**config.mk**
```make
export PLATFORM = sky130hd
export DESIGN_NAME = router_input_vc_buffer
export DESIGN_NICKNAME = d
export VERILOG_FILES = /design/src/rtl/router_input_vc_buffer.sv
export SDC_FILE = /design/constraint.sdc
export NUM_CORES = 1
export LEC_CHECK = 0
export CAP_MARGIN = 5
export CORE_ASPECT_RATIO = 0.9
export CORE_MARGIN = 2
export CORE_UTILIZATION = 35
export CTS_BUF_LIST = sky130_fd_sc_hd__clkbuf_2 sky130_fd_sc_hd__clkbuf_4 sky130_fd_sc_hd__clkbuf_8
export CTS_CLUSTER_SIZE = 25
export DETAILED_ROUTE_END_ITERATION = 6
export PLACE_DENSITY_LB_ADDON = 0.3
export SETUP_SLACK_MARGIN = 0.05
export SLEW_MARGIN = 20
export SYNTH_ARGS = -nofsm -noshare
export SYNTH_HDL_FRONTEND = slang
export SYNTH_SLANG_ARGS = --single-unit
```
**constraint.sdc**
```tcl
create_clock -name clk -period 5.6 [get_ports clk]
set_input_delay 1.4 -clock clk [delete_from_list [all_inputs] [get_ports clk]]
set_output_delay 1.4 -clock clk [all_outputs]
set_load 0.005 [all_outputs]
```
**src/rtl/router_input_vc_buffer.sv**
```systemverilog
// Router input VC buffer: steers incoming flits into per-VC FWFT FIFOs,
// exposes each VC head, returns on/off backpressure and checks packet framing.
// Flit layout (MSB..LSB): {flit_type[1:0], vc_id[VC_W-1:0], payload[DATA_W-1:0]}
// flit_type: 0=HEADER 1=BODY 2=TAIL 3=HT (single-flit packet)

module router_vc_fifo #(
   parameter int FIFO_DEPTH = 16,
   parameter int OFF_SLACK  = 3,
   parameter int FLIT_W     = 20
) (
   input  logic              clk,
   input  logic              reset,
   input  logic              push,
   input  logic              pop_req,
   input  logic [FLIT_W-1:0] flit,
   output logic [FLIT_W-1:0] head,
   output logic              head_valid,
   output logic              on_off,
   output logic              overflow_err,
   output logic              framing_err
);
   localparam int PTR_W = $clog2(FIFO_DEPTH);
   localparam int CNT_W = PTR_W + 1;
   localparam logic [1:0] T_HEADER = 2'd0;
   localparam logic [1:0] T_BODY   = 2'd1;
   localparam logic [1:0] T_TAIL   = 2'd2;
   localparam logic [1:0] T_HT     = 2'd3;
   localparam logic IDLE   = 1'b0;
   localparam logic IN_PKT = 1'b1;

   logic [FLIT_W-1:0] mem [FIFO_DEPTH];
   logic [PTR_W-1:0]  rd_ptr, wr_ptr;
   logic [CNT_W-1:0]  cnt, cnt_nxt, free_nxt;
   logic              full, do_pop, do_push, state;
   logic [1:0]        ftype;

   assign full       = (cnt == CNT_W'(FIFO_DEPTH));
   assign head_valid = (cnt != '0);
   // pops on empty are ignored; a pop on a full FIFO makes room for a same-cycle push
   assign do_pop     = pop_req && head_valid;
   assign do_push    = push && (!full || do_pop);
   assign head       = mem[rd_ptr];
   assign ftype      = flit[FLIT_W-1 -: 2];

   // next occupancy and the free-slot count that drives backpressure
   always_comb begin
      cnt_nxt = cnt;
      if (do_push && !do_pop)      cnt_nxt = cnt + CNT_W'(1);
      else if (do_pop && !do_push) cnt_nxt = cnt - CNT_W'(1);
      free_nxt = CNT_W'(FIFO_DEPTH) - cnt_nxt;
   end

   // flit storage, no reset needed: contents are only meaningful below the count
   always_ff @(posedge clk) begin
      if (do_push) mem[wr_ptr] <= flit;
   end

   // pointers, count, registered on/off and sticky overflow
   always_ff @(posedge clk or posedge reset) begin
      if (reset) begin
         rd_ptr       <= '0;
         wr_ptr       <= '0;
         cnt          <= '0;
         on_off       <= 1'b0;
         overflow_err <= 1'b0;
      end else begin
         if (do_push) wr_ptr <= wr_ptr + PTR_W'(1);
         if (do_pop)  rd_ptr <= rd_ptr + PTR_W'(1);
         cnt    <= cnt_nxt;
         on_off <= (free_nxt <= CNT_W'(OFF_SLACK));
         if (push && !do_push) overflow_err <= 1'b1;
      end
   end

   // framing checker, advanced only by accepted pushes; bad flits are still stored
   always_ff @(posedge clk or posedge reset) begin
      if (reset) begin
         state       <= IDLE;
         framing_err <= 1'b0;
      end else if (do_push) begin
         if (state == IDLE) begin
            if (ftype == T_HEADER) state <= IN_PKT;
            else if (ftype == T_BODY || ftype == T_TAIL) framing_err <= 1'b1;
         end else begin
            if (ftype == T_TAIL) state <= IDLE;
            else if (ftype == T_HEADER || ftype == T_HT) framing_err <= 1'b1;
         end
      end
   end
endmodule

module router_input_vc_buffer #(
   parameter int VC_NUM     = 4,
   parameter int FIFO_DEPTH = 16,
   parameter int OFF_SLACK  = 3,
   parameter int DATA_W     = 16,
   localparam int VC_W      = $clog2(VC_NUM),
   localparam int FLIT_W    = 2 + VC_W + DATA_W
) (
   input  logic                           clk,
   input  logic                           reset,
   input  logic                           wr_en_in,
   input  logic [FLIT_W-1:0]              flit_in,
   input  logic [VC_NUM-1:0]              rd_en_in,
   output logic [VC_NUM-1:0][FLIT_W-1:0]  head_flit_out,
   output logic [VC_NUM-1:0]              head_valid_out,
   output logic [VC_NUM-1:0]              on_off_out,
   output logic [VC_NUM-1:0]              overflow_err_out,
   output logic [VC_NUM-1:0]              framing_err_out
);
   logic [VC_W-1:0] vc_id;
   assign vc_id = flit_in[DATA_W +: VC_W];

   for (genvar v = 0; v < VC_NUM; v++) begin : g_vc
      router_vc_fifo #(
         .FIFO_DEPTH (FIFO_DEPTH),
         .OFF_SLACK  (OFF_SLACK),
         .FLIT_W     (FLIT_W)
      ) u_fifo (
         .clk          (clk),
         .reset        (reset),
         .push         (wr_en_in && (vc_id == VC_W'(v))),
         .pop_req      (rd_en_in[v]),
         .flit         (flit_in),
         .head         (head_flit_out[v]),
         .head_valid   (head_valid_out[v]),
         .on_off       (on_off_out[v]),
         .overflow_err (overflow_err_out[v]),
         .framing_err  (framing_err_out[v])
      );
   end
endmodule
```
==> flow_metrics.py, run 1 <==
metrics = {
    "floorplanning": {
        "die_h_um": 371,
        "start_util_pct": 35.3,
        "row_count": 134,
        "die-area_um2": 153000,
        "ios": 123,
        "fp.coreArea_um2": 148000,
        "die_x_um": 412,
    },
    "route": {
        "drtIter0Drc": 2633,
        "post-route-drc-count": 8,
        "wl_per_cell_um": 26.1,
        "drt_first_pass_iters": 7,
        "final_antenna_net_count": 0,
        "routed_wl_um": 124000,
        "vias_per_cell": 5.19,
        "vias": 24700,
    },
    "setup_path": {
        "required_ps": 4200,
        "r2r_setup_slack_ps": 2250,
        "path_max_fanout": 30,
        "worstPathCellList": "buf_4 > mux4_2 > mux4_2 > clkdlybuf4s50_1",
        "cpMostUsedCell": "mux4_2",
        "cp-start-kind": "flip-flop",
        "rr_startpoint": "g_vc[3].u_fifo.cnt[1]",
        "path_class": "flip-flop to output pin",
        "critPathMaxStageDelay_ps": 860,
        "r2r-end": "g_vc[3].u_fifo.on_off",
        "worstRegToRegCells": 12,
        "arrival_ps": 3850,
        "end_kind": "output pin",
        "slowest_stage": "dfrtp_4",
    },
    "sta": {
        "hold_viol_final": 0,
        "fin_crit_sh_pct": 93.7,
        "fmax_mhz": 190,
        "fin_crit_ps": 5250,
        "fin_ws_ps": 350,
        "setup-tns-final_ps": 0,
        "fin_skew_ps": 45.3,
        "finalHoldWorstSlack_ps": 488,
        "setup_violations": 0,
        "tightest_slew_ps": 1140,
        "slew_headroom_pct": 24.1,
        "slew_violations": 0,
        "rsz0062_at_grt": "false",
    },
    "power_and_ir_drop": {
        "power_density_nw_per_um2": 479,
        "power_w": 0.0292,
        "leakagePower_nw": 19.4,
        "ir_drop_uv": 294,
    },
    "grt": {
        "use_met3_pct": 3.24,
        "grt_max_degree": 71,
        "busiest_layer": "met2",
        "gr-total-overflow": 0,
        "antenna_found_initial": 8,
        "grt_pass1_wl_um": 182000,
        "grt.met1_usage_pct": 22.7,
        "grtUsageMet2_pct": 26.7,
        "track_usage_pct": 16.4,
        "grt_pass1_vias": 25700,
    },
    "clocking": {
        "cts.clk_slew.worst_paths_ps": 60,
        "cts_hold_buf": 0,
        "clkLatencyLatePin_ps": 920,
        "cts_setup_buffers": 0,
        "htree_levels": 4,
        "clockRootBuffer": "clkbuf_8",
        "cts_max_path_buffers": 3,
        "cts_resized": 0,
        "cts_tree": "built",
        "clock_sinks": 1348,
        "numCtsBuffers": 216,
    },
    "min_path": {
        "hp-class": "flip-flop to flip-flop",
        "hold_start": "g_vc[2].u_fifo.overflow_err",
        "hold_depth": 1,
        "hold_end": "g_vc[2].u_fifo.overflow_err",
    },
    "synthesis": {
        "ys_seq_elements": 1348,
        "synth_edf_count": 1280,
        "synthCells": 2275,
        "synth_nets": 2336,
        "ys_async_sr_fraction_pct": 5.04,
        "avgSynthCellArea_um2": 23.0,
        "ys_seq_area_share_pct": 76.7,
        "ys.flop_type": "edfxtp_1",
        "synth_warnings": 0,
        "yosysUniqueCellTypes": 68,
        "syn_area_um2": 52300,
    },
    "placed_design": {
        "io_buffer_count": 122,
        "dpl.hpwl_um": 72000,
        "dp_cells": 4352,
        "place.gp.congestion": 0.804,
        "place_ws_ps": 1040,
    },
    "finish": {
        "stdcell_count": 4760,
        "n_fill_cell": 12800,
        "layout-drive-gt1-share_pct": 34.0,
        "synthToLayoutAreaGrowth_pct": 16.5,
        "nets": 2659,
    },
    "run_status": {
        "outcome": "finished, violations left",
        "violations": "design-rule violations",
    },
    "flow_run": {
        "cap_viol_max_count": 0,
    },
}
[cells in the final DEF (no fill, tap or decap), types with 20 or more instances in the layout]
| cell type | synthesis | final |
|---|---|---|
| clkdlybuf4s50_1 | 0 | 102 |
| clkinv_2 | 0 | 22 |
| dfrtp_1 | 68 | 59 |
| clkbuf_8 | 1 | 225 |
| inv_1 | 32 | 31 |
| nor2_2 | 0 | 36 |
| buf_4 | 16 | 102 |
| edfxtp_1 | 1280 | 1280 |
| clkinv_1 | 0 | 66 |
| xnor2_1 | 29 | 29 |
| nor2_1 | 56 | 20 |
| ha_1 | 34 | 34 |
| and2_1 | 21 | 21 |
| clkbuf_4 | 0 | 63 |
| nand2_1 | 44 | 44 |
| mux4_2 | 400 | 400 |
[Yosys cell counts, types with 13 or more instances]
library cell / number / area (µm²)
edfxtp_1: 1280 / 38400
mux4_2: 400 / 9010
dfrtp_1: 68 / 1700
clkbuf_1: 63 / 236
nor2_1: 56 / 210
nand2_1: 44 / 165
buf_1: 43 / 161
ha_1: 34 / 425
inv_1: 32 / 120
xnor2_1: 29 / 254
nor3_1: 24 / 120
and2_1: 21 / 131
o21ai_0: 18 / 90.1
buf_4: 16 / 120
a21oi_1: 13 / 65.1
[sequential cells by signal, summed over array words and instances, names as in the netlist, named ones only]
name and cells:
g_vc.u_fifo.cnt 20, g_vc.u_fifo.overflow_err 4, g_vc.u_fifo.wr_ptr 16, g_vc.u_fifo.framing_err 4, g_vc.u_fifo.on_off 4, g_vc.u_fifo.rd_ptr 16, g_vc.u_fifo.mem 1280
[cell type report]
| cell class | instances | area [µm²] | area share [%] |
|---|---|---|---|
| Clock inverter | 116 | 901 | 1.48 |
| Multi-Input combinational cell | 770 | 11700 | 19.1 |
| Timing Repair Buffer | 230 | 2050 | 3.37 |
| Sequential cell | 1348 | 40200 | 65.9 |
| Inverter | 32 | 123 | 0.201 |
| Tap cell | 1972 | 2470 | 4.05 |
| Clock buffer | 288 | 3570 | 5.86 |
| Antenna cell | 4 | 10.0 | 0.0164 |
[per-stage QoR]
stage | util (%) | cell area (µm²)
3_3_place_gp | 38.1 | 56500
3_5_place_dp | 38.1 | 56500
5_1_grt | 41.1 | 61000
4_1_cts | 41.1 | 60900
2_1_floorplan | - | 52300
6_report | 41.1 | 61000
[worst max-delay path: cells and delay by family (launching register included)]
family | cells | cell delay [ps]
multiplexers | 2 | 1140
buffers and inverters | 2 | 920
flip-flops | 1 | 860
[metal layers]
layer	wire length, µm	vias to the layer above
met5	13	-
met1	54000	13400
met3	6910	158
met2	61600	862
li1	-	10300
met4	1860	2
[cell families (layout without fill, tap and decap cells)]
group | count (synthesis) | count (layout) | share of synthesized area [%]
multiplexers | 409 | 409 | 17.4
adder cells (fa/ha/maj) | 34 | 34 | 0.813
other | 0 | 4 | 0
AO/OA/AOI/OAI | 80 | 80 | 1.11
AND/OR/NAND/NOR | 214 | 214 | 2.13
buffers and inverters | 157 | 666 | 1.28
flip-flops | 1348 | 1348 | 76.7
XOR/XNOR | 33 | 33 | 0.567
[worst max path at each step]
stage / startpoint / to / slack (ps)
after floorplan: wr_en_in / g_vc[0].u_fifo.mem[3][0] / 1180
after global placement: flit_in[16] / g_vc[3].u_fifo.on_off / 920
after detailed placement: flit_in[16] / g_vc[3].u_fifo.on_off / 1040
after CTS: g_vc[0].u_fifo.rd_ptr[0] / head_flit_out[11] / 140
after global routing: g_vc[0].u_fifo.rd_ptr[0] / head_flit_out[11] / 110
final: g_vc[0].u_fifo.rd_ptr[0] / head_flit_out[11] / 350
[power by group]
part           leakage (nW)  internal (W)  switching [W]
logic                  4.72       0.00450        0.00363
clock network          2.34       0.00473        0.00390
registers              12.3        0.0115       0.000957
total                  19.4        0.0207        0.00848
(Power assumes the default switching activity.)
==> inputs of run 2 (changes only) <==
Settings changed: CAP_MARGIN 5 to default, REMOVE_ABC_BUFFERS from default to 1.
==> flow_metrics.py, run 2 (synthesized netlist as in run 1, its figures left out) <==
metrics = {
    "clocking": {
        "cts.clk_slew.worst_paths_ps": 60,
        "clockRootBuffer": "clkbuf_8",
        "cts_setup_buffers": 0,
        "clock_sinks": 1348,
        "cts_tree": "built",
        "cts_hold_buf": 0,
        "clkLatencyLatePin_ps": 920,
        "cts_max_path_buffers": 3,
        "htree_levels": 4,
        "cts_resized": 0,
        "numCtsBuffers": 211,
    },
    "grt": {
        "grt_pass1_wl_um": 181000,
        "grt_pass1_vias": 25200,
        "grt_max_degree": 71,
        "gr-total-overflow": 0,
        "track_usage_pct": 16.5,
        "antenna_found_initial": 14,
    },
    "setup_path": {
        "slowest_stage": "dfrtp_4",
        "worstPathCellList": "buf_4 > mux4_2 > mux4_2 > clkdlybuf4s50_1",
        "path_max_fanout": 27,
        "critPathMaxStageDelay_ps": 780,
        "arrival_ps": 3800,
        "path_class": "flip-flop to output pin",
        "cpMostUsedCell": "mux4_2",
        "cp-start-kind": "flip-flop",
        "required_ps": 4200,
        "end_kind": "output pin",
    },
    "power_and_ir_drop": {
        "power_density_nw_per_um2": 479,
        "p_sw_w": 0.00866,
        "ir_drop_uv": 362,
        "power_switching_share_pct": 29.7,
        "power_frac_seq_pct": 42.9,
        "internal_power_w": 0.0205,
        "pwr-share-comb_pct": 28.5,
        "pwr-share-clk_pct": 28.6,
        "leakagePower_nw": 19.3,
    },
    "finish": {
        "layout-drive-gt1-share_pct": 34.3,
        "nets": 2652,
        "reg_top3": "g_vc.u_fifo.mem x1280, g_vc.u_fifo.cnt x20",
        "final_common_cell": "edfxtp_1",
        "synthToLayoutAreaGrowth_pct": 16.1,
        "largest_register_ff_count": 1280,
        "layout_common_cells": "1280 x edfxtp_1, 400 x mux4_2, 219 x clkbuf_8, 102 x clkdlybuf4s50_1, 101 x buf_4",
        "utilization_pct": 40.9,
        "largest-register": "g_vc.u_fifo.mem",
    },
    "route": {
        "final_antenna_net_count": 0,
        "post-route-drc-count": 19,
        "wl_per_cell_um": 26.6,
        "drt_first_pass_iters": 7,
        "vias_per_cell": 5.24,
        "routed_wl_um": 126000,
        "vias": 24900,
        "drtIter0Drc": 2911,
    },
    "sta": {
        "rsz0062_at_grt": "false",
        "tightest_slew_ps": 1090,
        "slew_violations": 0,
        "slew_headroom_pct": 27.5,
        "fmax_mhz": 192,
        "hold_viol_final": 0,
        "setup_violations": 0,
        "fin_crit_ps": 5200,
        "fin_skew_ps": 36.5,
        "fin_crit_sh_pct": 92.9,
        "fin_ws_ps": 398,
    },
    "min_path": {
        "hp-class": "flip-flop to flip-flop",
    },
    "run_status": {
        "outcome": "finished, violations left",
        "violations": "design-rule violations",
    },
    "floorplanning": {
        "die-area_um2": 153000,
        "start_util_pct": 35.3,
        "die_x_um": 412,
        "fp.coreArea_um2": 148000,
        "ios": 123,
        "die_h_um": 371,
        "row_count": 134,
    },
    "placed_design": {
        "dpl.hpwl_um": 75900,
        "io_buffer_count": 122,
        "place_ws_ps": 868,
        "place.gp.congestion": 0.816,
    },
    "flow_run": {
        "cap_viol_max_count": 0,
    },
}
run 2: cell count changes in the layout (fill, tap and decap cells not counted), sizes merged:
cell | before | now
clkinv | 91 | 80
clkinvlp | 4 | 9
diode | 4 | 9
bufinv | 12 | 8
inv | 41 | 38
buf | 128 | 126
clkbuf | 288 | 286
run 2: path summary, 6_finish.rpt:
| check | endpoint | slack [ps] | startpoint | cells past startpoint |
|---|---|---|---|---|
| setup / recovery | head_flit_out[47] | 400 | g_vc[2].u_fifo.rd_ptr[0] | 4 |
| hold / removal | g_vc[1].u_fifo.framing_err | 470 | g_vc[1].u_fifo.framing_err | 1 |
| setup reg to reg | g_vc[3].u_fifo.on_off | 2150 | g_vc[3].u_fifo.cnt[1] | 12 |
| hold reg to reg | g_vc[1].u_fifo.framing_err | 470 | g_vc[1].u_fifo.framing_err | 1 |
| max in group asynchronous | g_vc[1].u_fifo.rd_ptr[1] | 3770 | reset | 3 |
| min in group asynchronous | g_vc[2].u_fifo.wr_ptr[1] | 890 | reset | 2 |
run 2: area by class of cell:
type                       count  area, µm²
tap                         1972       2470
fill                       12900      87600
sequential                  1348      40200
clock buffer                 286       3520
multi-input combinational    770      11700
timing repair buffer         228       2030
inverter                      32        123
antenna                        9       22.5
clock inverter               103        737
run 2: metal layers:
metal,routed length [µm],vias up,global-route usage [%]
li1,-,10300,-
met1,55600,13300,24.3
met2,57600,1054,24.7
met3,10600,196,4.03
met4,2370,0,4.26
met5,0,-,0
run 2: per-stage QoR:
step / area (µm²) / total power (W) / hold slack, ps / TNS, ps / instances
global placement: 56500 / 0.0211 / 466 / 0 / 4349
detailed placement: 56500 / 0.0212 / 453 / 0 / 4349
finish: 60700 / 0.0291 / 473 / 0 / 4748
floorplan: 51800 / 0.0175 / 451 / -11270 / 2150
CTS: 60700 / 0.0296 / 470 / 0 / 4738
global route: 60700 / 0.0304 / 507 / 0 / 4742
run 2: power by group through the flow:
stage | sequential, W | combinational, W | clock, W
after global placement | 0.0127 | 0.00843 | 0
after global routing | 0.0126 | 0.00885 | 0.00894
after floorplan | 0.0129 | 0.00455 | 0
after CTS | 0.0125 | 0.00853 | 0.00852
after detailed placement | 0.0127 | 0.00849 | 0
final | 0.0125 | 0.00831 | 0.00832
run 2: critical path: cells and delay by family (launching register included):
kind	cells	cell delay, ps
buffers and inverters	2	1080
multiplexers	2	1000
flip-flops	1	780
